[src/rtl/dnn_accel_system_nios2_qsys_0_oci_dct_packer_pkg.sv]
// Shared constants, word type and slot-insert helper for the OCI debug-trace packer.
package dnn_accel_dct_pkg;

   localparam int DCT_SLOTS  = 15;
   localparam int DCT_ATOM_W = 2;
   localparam int DCT_BUF_W  = 30;
   localparam int DCT_CNT_W  = 4;
   localparam int DCT_OVF_W  = 8;

   typedef struct packed {
      logic [DCT_CNT_W-1:0] count;
      logic [DCT_BUF_W-1:0] buffer;
   } dct_word_t;

   // Writes one atom into the given slot, leaving every other slot untouched.
   function automatic logic [DCT_BUF_W-1:0] dct_slot_insert(
      input logic [DCT_BUF_W-1:0]  acc,
      input logic [DCT_CNT_W-1:0]  slot,
      input logic [DCT_ATOM_W-1:0] atom
   );
      logic [DCT_BUF_W-1:0] res;
      res = acc;
      for (int k = 0; k < DCT_SLOTS; k++) begin
         if (slot == DCT_CNT_W'(k)) begin
            res[k*DCT_ATOM_W +: DCT_ATOM_W] = atom;
         end
      end
      return res;
   endfunction

endpackage

[src/rtl/dnn_accel_system_nios2_qsys_0_oci_dct_packer_if.sv]
// Atom-in / word-out stream bundle of the trace packer.
interface dnn_accel_system_nios2_qsys_0_oci_dct_packer_if;
   import dnn_accel_dct_pkg::*;

   logic                  atom_valid;
   logic [DCT_ATOM_W-1:0] atom;
   logic                  atom_ready;
   logic [DCT_BUF_W-1:0]  dct_buffer;
   logic [DCT_CNT_W-1:0]  dct_count;
   logic                  dct_valid;
   logic                  dct_ready;

   modport master (
      input  atom_valid, atom, dct_ready,
      output atom_ready, dct_buffer, dct_count, dct_valid
   );

   modport slave (
      output atom_valid, atom, dct_ready,
      input  atom_ready, dct_buffer, dct_count, dct_valid
   );

endinterface

[src/rtl/dnn_accel_system_nios2_qsys_0_oci_dct_packer_outreg.sv]
// Valid/ready holding register for a packed trace word.
module dnn_accel_dct_outreg
   import dnn_accel_dct_pkg::*;
(
   input  logic      clk,
   input  logic      reset_n,
   input  logic      load,
   input  dct_word_t load_word,
   input  logic      ready,
   output logic      valid,
   output dct_word_t word,
   output logic      out_free
);

   logic      valid_r;
   dct_word_t word_r;

   assign out_free = !valid_r || ready;
   assign valid    = valid_r;
   assign word     = word_r;

   // A load always wins over consumption so back-to-back words leave no bubble.
   always_ff @(posedge clk or negedge reset_n) begin
      if (!reset_n) begin
         valid_r <= 1'b0;
         word_r  <= '{count: {DCT_CNT_W{1'b0}}, buffer: {DCT_BUF_W{1'b0}}};
      end else if (load) begin
         valid_r <= 1'b1;
         word_r  <= load_word;
      end else if (valid_r && ready) begin
         valid_r <= 1'b0;
      end
   end

endmodule

[src/rtl/dnn_accel_system_nios2_qsys_0_oci_dct_packer.sv]
// Packs 2-bit trace atoms into 15-slot words with flush and end-of-test sequencing.
// Define OCI_DCT_OVERFLOW_EN to drop (and count) atoms instead of backpressuring.
module dnn_accel_system_nios2_qsys_0_oci_dct_packer
   import dnn_accel_dct_pkg::*;
#(
   parameter int SLOTS  = DCT_SLOTS,
   parameter int ATOM_W = DCT_ATOM_W
) (
   input  logic clk,
   input  logic reset_n,
   dnn_accel_system_nios2_qsys_0_oci_dct_packer_if.master bus,
   input  logic flush,
   input  logic end_req,
   output logic test_ending,
   output logic test_has_ended
`ifdef OCI_DCT_OVERFLOW_EN
   ,
   output logic [DCT_OVF_W-1:0] dct_overflow_cnt
`endif
);

   localparam logic [DCT_CNT_W-1:0] CNT_ZERO = {DCT_CNT_W{1'b0}};
   localparam logic [DCT_CNT_W-1:0] CNT_ONE  = DCT_CNT_W'(1);
   localparam logic [DCT_CNT_W-1:0] CNT_FULL = DCT_CNT_W'(SLOTS);

   logic [DCT_BUF_W-1:0] acc_r, acc_n_s, base_acc_s;
   logic [DCT_CNT_W-1:0] acc_cnt_r, acc_cnt_n_s, base_cnt_s;
   logic [ATOM_W-1:0]    atom_s;
   logic                 flush_pend_r, flush_pend_n_s;
   logic                 end_pend_r, end_pend_n_s;
   logic                 run_r;
   logic                 test_ending_r, test_has_ended_r;
   logic                 ended_s, acc_full_s, move_s, out_free_s;
   logic                 can_store_s, accept_s, end_cond_s, dct_valid_s;
   dct_word_t            load_word_s, out_word_s;

   assign atom_s      = bus.atom;
   assign ended_s     = test_ending_r || test_has_ended_r;
   assign acc_full_s  = (acc_cnt_r == CNT_FULL);
   assign move_s      = out_free_s && (acc_full_s || (flush_pend_r && (acc_cnt_r != CNT_ZERO)));
   assign can_store_s = run_r && !ended_s && !flush_pend_r && (!acc_full_s || move_s);
   assign accept_s    = bus.atom_valid && can_store_s;
   assign load_word_s = '{count: acc_cnt_r, buffer: acc_r};
   assign end_cond_s  = end_pend_r && !ended_s && (acc_cnt_r == CNT_ZERO) && !dct_valid_s;

`ifdef OCI_DCT_OVERFLOW_EN
   logic [DCT_OVF_W-1:0] ovf_cnt_r;
   logic                 drop_s;

   assign bus.atom_ready   = run_r && !ended_s;
   assign drop_s           = bus.atom_valid && run_r && !ended_s && !can_store_s;
   assign dct_overflow_cnt = ovf_cnt_r;

   // Saturating count of atoms that found no room.
   always_ff @(posedge clk or negedge reset_n) begin
      if (!reset_n) begin
         ovf_cnt_r <= {DCT_OVF_W{1'b0}};
      end else if (drop_s && (ovf_cnt_r != {DCT_OVF_W{1'b1}})) begin
         ovf_cnt_r <= ovf_cnt_r + DCT_OVF_W'(1);
      end
   end
`else
   assign bus.atom_ready = can_store_s;
`endif

   dnn_accel_dct_outreg u_outreg (
      .clk       (clk),
      .reset_n   (reset_n),
      .load      (move_s),
      .load_word (load_word_s),
      .ready     (bus.dct_ready),
      .valid     (dct_valid_s),
      .word      (out_word_s),
      .out_free  (out_free_s)
   );

   assign bus.dct_valid  = dct_valid_s;
   assign bus.dct_buffer = out_word_s.buffer;
   assign bus.dct_count  = out_word_s.count;
   assign test_ending    = test_ending_r;
   assign test_has_ended = test_has_ended_r;

   // Accumulator next state: a moved word empties acc so a same-edge atom lands in slot 0.
   always_comb begin
      base_acc_s  = acc_r;
      base_cnt_s  = acc_cnt_r;
      acc_n_s     = acc_r;
      acc_cnt_n_s = acc_cnt_r;
      if (move_s) begin
         base_acc_s = {DCT_BUF_W{1'b0}};
         base_cnt_s = CNT_ZERO;
      end else begin
         base_acc_s = acc_r;
         base_cnt_s = acc_cnt_r;
      end
      if (accept_s) begin
         acc_n_s     = dct_slot_insert(base_acc_s, base_cnt_s, atom_s);
         acc_cnt_n_s = base_cnt_s + CNT_ONE;
      end else begin
         acc_n_s     = base_acc_s;
         acc_cnt_n_s = base_cnt_s;
      end
   end

   // Flush/end bookkeeping; a pending end keeps the flush armed until the test ends.
   always_comb begin
      flush_pend_n_s = flush_pend_r;
      end_pend_n_s   = end_pend_r;
      if (ended_s) begin
         flush_pend_n_s = flush_pend_r;
      end else if (flush || end_req) begin
         flush_pend_n_s = 1'b1;
      end else if (flush_pend_r && !end_pend_r && (move_s || (acc_cnt_r == CNT_ZERO))) begin
         flush_pend_n_s = 1'b0;
      end else begin
         flush_pend_n_s = flush_pend_r;
      end
      if (!ended_s && end_req) begin
         end_pend_n_s = 1'b1;
      end else begin
         end_pend_n_s = end_pend_r;
      end
   end

   // State registers.
   always_ff @(posedge clk or negedge reset_n) begin
      if (!reset_n) begin
         acc_r            <= {DCT_BUF_W{1'b0}};
         acc_cnt_r        <= CNT_ZERO;
         flush_pend_r     <= 1'b0;
         end_pend_r       <= 1'b0;
         run_r            <= 1'b0;
         test_ending_r    <= 1'b0;
         test_has_ended_r <= 1'b0;
      end else begin
         acc_r            <= acc_n_s;
         acc_cnt_r        <= acc_cnt_n_s;
         flush_pend_r     <= flush_pend_n_s;
         end_pend_r       <= end_pend_n_s;
         run_r            <= 1'b1;
         test_ending_r    <= end_cond_s;
         test_has_ended_r <= test_has_ended_r || test_ending_r;
      end
   end

endmodule

[src/flat_wrapper.sv]
// flat-port wrapper written by rule: the top's interface ports become plain ports
module dnn_accel_system_nios2_qsys_0_oci_dct_packer_flat import dnn_accel_dct_pkg::*;
#(
   parameter int SLOTS  = DCT_SLOTS,
   parameter int ATOM_W = DCT_ATOM_W
)
  (clk, reset_n, flush, end_req, test_ending, test_has_ended, bus_atom_valid, bus_atom, bus_dct_ready, bus_atom_ready, bus_dct_buffer, bus_dct_count, bus_dct_valid);
  dnn_accel_system_nios2_qsys_0_oci_dct_packer_if bus_i ();
  input  logic clk;
  input  logic reset_n;
  input  logic flush;
  input  logic end_req;
  output logic test_ending;
  output logic test_has_ended;
  input wire logic [$bits(bus_i.atom_valid)-1:0] bus_atom_valid;
  input wire logic [$bits(bus_i.atom)-1:0] bus_atom;
  input wire logic [$bits(bus_i.dct_ready)-1:0] bus_dct_ready;
  output wire logic [$bits(bus_i.atom_ready)-1:0] bus_atom_ready;
  output wire logic [$bits(bus_i.dct_buffer)-1:0] bus_dct_buffer;
  output wire logic [$bits(bus_i.dct_count)-1:0] bus_dct_count;
  output wire logic [$bits(bus_i.dct_valid)-1:0] bus_dct_valid;
  assign bus_i.atom_valid = bus_atom_valid;
  assign bus_i.atom = bus_atom;
  assign bus_i.dct_ready = bus_dct_ready;
  assign bus_atom_ready = bus_i.atom_ready;
  assign bus_dct_buffer = bus_i.dct_buffer;
  assign bus_dct_count = bus_i.dct_count;
  assign bus_dct_valid = bus_i.dct_valid;
  dnn_accel_system_nios2_qsys_0_oci_dct_packer #(.SLOTS(SLOTS), .ATOM_W(ATOM_W)) u_core (.clk(clk), .reset_n(reset_n), .bus(bus_i), .flush(flush), .end_req(end_req), .test_ending(test_ending), .test_has_ended(test_has_ended));
endmodule
[config.mk]
export PLATFORM = sky130hd
export DESIGN_NAME = dnn_accel_system_nios2_qsys_0_oci_dct_packer_flat
export DESIGN_NICKNAME = d
export VERILOG_FILES = /design/src/rtl/dnn_accel_system_nios2_qsys_0_oci_dct_packer_pkg.sv /design/src/rtl/dnn_accel_system_nios2_qsys_0_oci_dct_packer_if.sv /design/src/rtl/dnn_accel_system_nios2_qsys_0_oci_dct_packer_outreg.sv /design/src/rtl/dnn_accel_system_nios2_qsys_0_oci_dct_packer.sv /design/src/flat_wrapper.sv
export SDC_FILE = /design/constraint.sdc
export NUM_CORES = 1
export LEC_CHECK = 0
export CAP_MARGIN = 20
export CORE_MARGIN = 1
export CORE_UTILIZATION = 33
export CTS_CLUSTER_DIAMETER = 100
export CTS_CLUSTER_SIZE = 20
export DETAILED_ROUTE_END_ITERATION = 6
export PLACE_DENSITY = 0.66
export SLEW_MARGIN = 20
export SYNTH_ARGS = -nofsm -noshare
export SYNTH_HDL_FRONTEND = slang
export SYNTH_HIERARCHICAL = 1
export SYNTH_SLANG_ARGS = --single-unit
[constraint.sdc]
create_clock -name clk -period 2.1 [get_ports clk]
set_input_delay 0.42 -clock clk [delete_from_list [all_inputs] [get_ports clk]]
set_output_delay 0.42 -clock clk [all_outputs]
set_load 0.05 [all_outputs]
==> summary by stage <==
Timing
The slew at the pin closest to its max-slew limit is around 0.55 ns. The worst pin sits at a relative slew slack of a little over three fifths. Setup repair after global routing could not meet its margin everywhere.

The setup slack after layout is -0.005828 ns. On the final layout, the worst clock skew is roughly 0.009 ns. Across all hold checks on the routed design, the worst slack comes to 0.4750 ns. The maximum clock frequency is about 470 MHz. The shortest clock period the worst path allows after layout is roughly 2.1 ns. The part of the cycle the worst path needs is 100.3%.

The count of endpoints failing setup in the final report is 1. The final number of hold-violating endpoints was 0. The number of max-slew violations in the final report is 0.

Synth
Counting every instance in the synthesized netlist gives roughly 280. The synthesized area per cell is 12.81 µm². In this run, synthesis produced a sequential element count of 74. In this run, synthesis inferred 0 flip-flops with an integrated enable. Yosys printed 6 warnings. The most instantiated flip-flop cell in the synthesis netlist is sky130_fd_sc_hd__dfrtp_1.

The sequential cell area fraction in the yosys report is between 50% and 60%. Synthesis instantiated 39 different standard cells from the library. The synthesized netlist occupies a cell area of around 3600 µm². Counting flops with an async set or reset pin after synthesis yields a share of 100.0%.

The number of nets in the synthesized netlist is slightly below 300.

Clock tree
The buffer cell driving the clock tree root is sky130_fd_sc_hd__clkbuf_8. The H-tree was split into 3 levels. The clock edge transition at the registers on the reported setup and hold paths is 0.07 ns. TritonCTS built the clock tree. The CTS buffer count is 9. The clock insertion delay at the later pin of the skew report is 0.35 ns. The number of sinks driven by the clock tree is 74. The worst-case clock buffer depth is 2.

Floorplan
46 I/O pins were placed. From left edge to right edge, the die measures approximately 110 µm. The count of standard-cell rows is 37.

The area of the die is roughly 11,000 µm². The die is about 110 µm tall. The standard cell core area is 10,420 µm².

The initial utilization of the core area, before any placement, comes to ~34%.

Placement
The placed instance count is 462. The total of buffers placed on input and output ports is 45. The congestion estimate from routability-driven global placement came to just over 0.8.

The HPWL after detailed placement is ~5200 µm. The setup slack after placement is -0.2596 ns.

Global route
The number of antenna violations at the first check in global routing is 0. The first global-routing pass estimated roughly 13,000 µm of wire. Global routing used ~15% of the available tracks across all layers. The via count of the first global-routing pass was 2,532. The total grt overflow is 0.

Entering global routing, the biggest net connects 48 pins.

Cells and area
For this run, the number of standard cells in the final layout without fillers is about 480. Measured on the finished design, the core utilization comes to between 40% and 50%. The leading cell type in the layout, fill and taps excluded is sky130_fd_sc_hd__dfrtp_1. After filler insertion, the fill cell instance count of the layout stands at 987. The final antenna diode count is 0.

Relative to the synthesized area, the layout overhead comes to 28.63%. The top cell types in the final layout, fill and taps aside, are 70 x sky130_fd_sc_hd__dfrtp_1, 42 x sky130_fd_sc_hd__clkdlybuf4s50_1, 31 x sky130_fd_sc_hd__o31ai_1, 29 x sky130_fd_sc_hd__buf_4, 29 x sky130_fd_sc_hd__mux2_4. The final net count is ~360. The fraction of layout cells with a size suffix above 1 is 28.16%.

Flow run
Across the run, the number of max-cap violations was 0.

Drt
The count of nets left with antenna violations once routing finished came out at 0. The number of design-rule violations left by the first detailed-router iteration is between 100 and 150. The number of vias per cell is ~5.1. The routed layout has about 2,500 vias.

In the routed design, unresolved DRC markers number 0. The total length of routed wires is roughly 7700 µm. The iteration count of the initial detailed-routing pass is 4.

After detailed routing, the average wire length per cell comes to between 15 and 20 µm.

Power
The leakage power figure is approximately 2.1 nW. The worst IR drop on VDD is around 0.35 mV. Power spread over the standard cell area amounts to 647.8 nW/µm².

Critical path
In this run the worst path has a maximum fanout of 2. The startpoint type of the worst setup path is a flop. For the worst setup path, the data required time is ~1.7 ns. The endpoint kind of the worst setup timing path is an output port.

The critical path in this run is classified as reg2out. Data on the critical path arrives at its endpoint at 1.69 ns.

Status
The flow ran to the end, but the final reports show violations. The checks that failed: negative setup slack.

Worst hold path
In this run the worst hold path is classified as in2async.
## metrics by stage
| step | TNS (ns) | instance area, µm² | power, mW |
|---|---|---|---|
| 2_1_floorplan | 0 | 3590 | 1.659 |
| 3_3_place_gp | -10.21 | 4287 | 1.768 |
| 3_5_place_dp | -12.17 | 4287 | 1.774 |
| 4_1_cts | -0.02353 | 4562 | 2.998 |
| 5_1_grt | -0.05523 | 4582 | 3.111 |
| 6_report | -0.005828 | 4582 | 2.968 |
## final timing paths
check                      depth (start not counted)                      end  slack, ns                start
max in group asynchronous                          3         u_core/acc_r[11]       1.10              reset_n
min                                                2  u_core/u_outreg/word[1]       0.48              reset_n
min in group clk                                   1        u_core/end_pend_r       0.50    u_core/end_pend_r
max reg2reg                                        8          u_core/acc_r[6]       0.14  u_core/flush_pend_r
min reg2reg                                        1        u_core/end_pend_r       0.50    u_core/end_pend_r
max                                                3           bus_atom_ready     -0.006  u_core/flush_pend_r
## kinds of logic (layout without fill, tap and decap cells)
logic type	after synthesis	in the layout	synth area share, %
buf+inv	31	101	5.480
other cells	1	1	0.1053
simple gates	53	53	10.08
xor+xnor	2	2	0.4918
mux	51	51	18.58
flops	74	74	51.98
fa+ha+maj	4	4	1.405
compound gates	62	62	11.87
## cell usage after synthesis (3+ instances only)
library cell | count | area, µm²
sky130_fd_sc_hd__and3b_1 | 5 | 43.79
sky130_fd_sc_hd__o21ai_0 | 4 | 20.02
sky130_fd_sc_hd__clkbuf_1 | 9 | 33.78
sky130_fd_sc_hd__mux2_4 | 29 | 435.4
sky130_fd_sc_hd__nand4_1 | 17 | 106.4
sky130_fd_sc_hd__clkbuf_2 | 3 | 15.01
sky130_fd_sc_hd__a31oi_1 | 3 | 18.77
sky130_fd_sc_hd__o2111ai_1 | 4 | 35.03
sky130_fd_sc_hd__buf_12 | 3 | 60.06
sky130_fd_sc_hd__ha_1 | 4 | 50.05
sky130_fd_sc_hd__mux2i_1 | 17 | 170.2
sky130_fd_sc_hd__inv_1 | 7 | 26.28
sky130_fd_sc_hd__and2_1 | 4 | 25.02
sky130_fd_sc_hd__and4_1 | 4 | 35.03
sky130_fd_sc_hd__nand3b_1 | 5 | 37.54
sky130_fd_sc_hd__a21oi_1 | 14 | 70.07
sky130_fd_sc_hd__mux2_2 | 5 | 56.30
sky130_fd_sc_hd__o31ai_1 | 31 | 232.7
sky130_fd_sc_hd__dfrtp_1 | 74 | 1852
sky130_fd_sc_hd__buf_2 | 6 | 30.03
sky130_fd_sc_hd__nor2_1 | 3 | 11.26
sky130_fd_sc_hd__nand3_1 | 4 | 20.02
## layer usage
layer	GRT usage, %	vias up	routed length (µm)
met5	0	-	0
met1	21.29	1222	3936
met4	5.159	0	133
li1	-	1180	-
met2	21.71	55	3379
met3	3.801	8	265
## where the power goes
group	switching, mW	internal, mW
Sequential	0.0199	1.45
Combinational	0.197	0.102
Clock	0.530	0.666
Total	0.747	2.22
## state kept, by name, summed over array words and instances (netlist names)
| signal | count |
|---|---|
| u_core/run_r | 1 |
| u_core/flush_pend_r | 1 |
| u_core/acc_r | 30 |
| u_core/test_has_ended | 1 |
| u_core/end_pend_r | 1 |
| u_core/test_ending | 1 |
| u_core/acc_cnt_r | 4 |
| u_core/u_outreg/word | 34 |
| u_core/u_outreg/valid | 1 |
## critical path: stages (launching register included)
cell	delay [ns]
sky130_fd_sc_hd__dfrtp_2	0.40
sky130_fd_sc_hd__or4b_4	0.57
sky130_fd_sc_hd__a31oi_4	0.21
sky130_fd_sc_hd__buf_12	0.16
## cell type report
cell class / instances / area (µm²) / area share (%)
Sequential cell: 74 / 1857 / 40.52
Multi-Input combinational cell: 173 / 1574 / 34.35
Timing Repair Buffer: 78 / 737.0 / 16.08
Tap cell: 136 / 170.2 / 3.714
Clock buffer: 9 / 123.9 / 2.703
Clock inverter: 7 / 93.84 / 2.048
Inverter: 7 / 26.28 / 0.5735
## timing repair
item / CTS / global route
endpoints found under the hold margin: 9 / 0
buffers inserted: 4 / 1
hold buffers: 1 / 0
gates cloned: 0 / 0
pin swaps: 1 / 1
gates resized for setup: 5 / 3
setup endpoints to repair: 1 / 21
(Power assumes the default switching activity.)
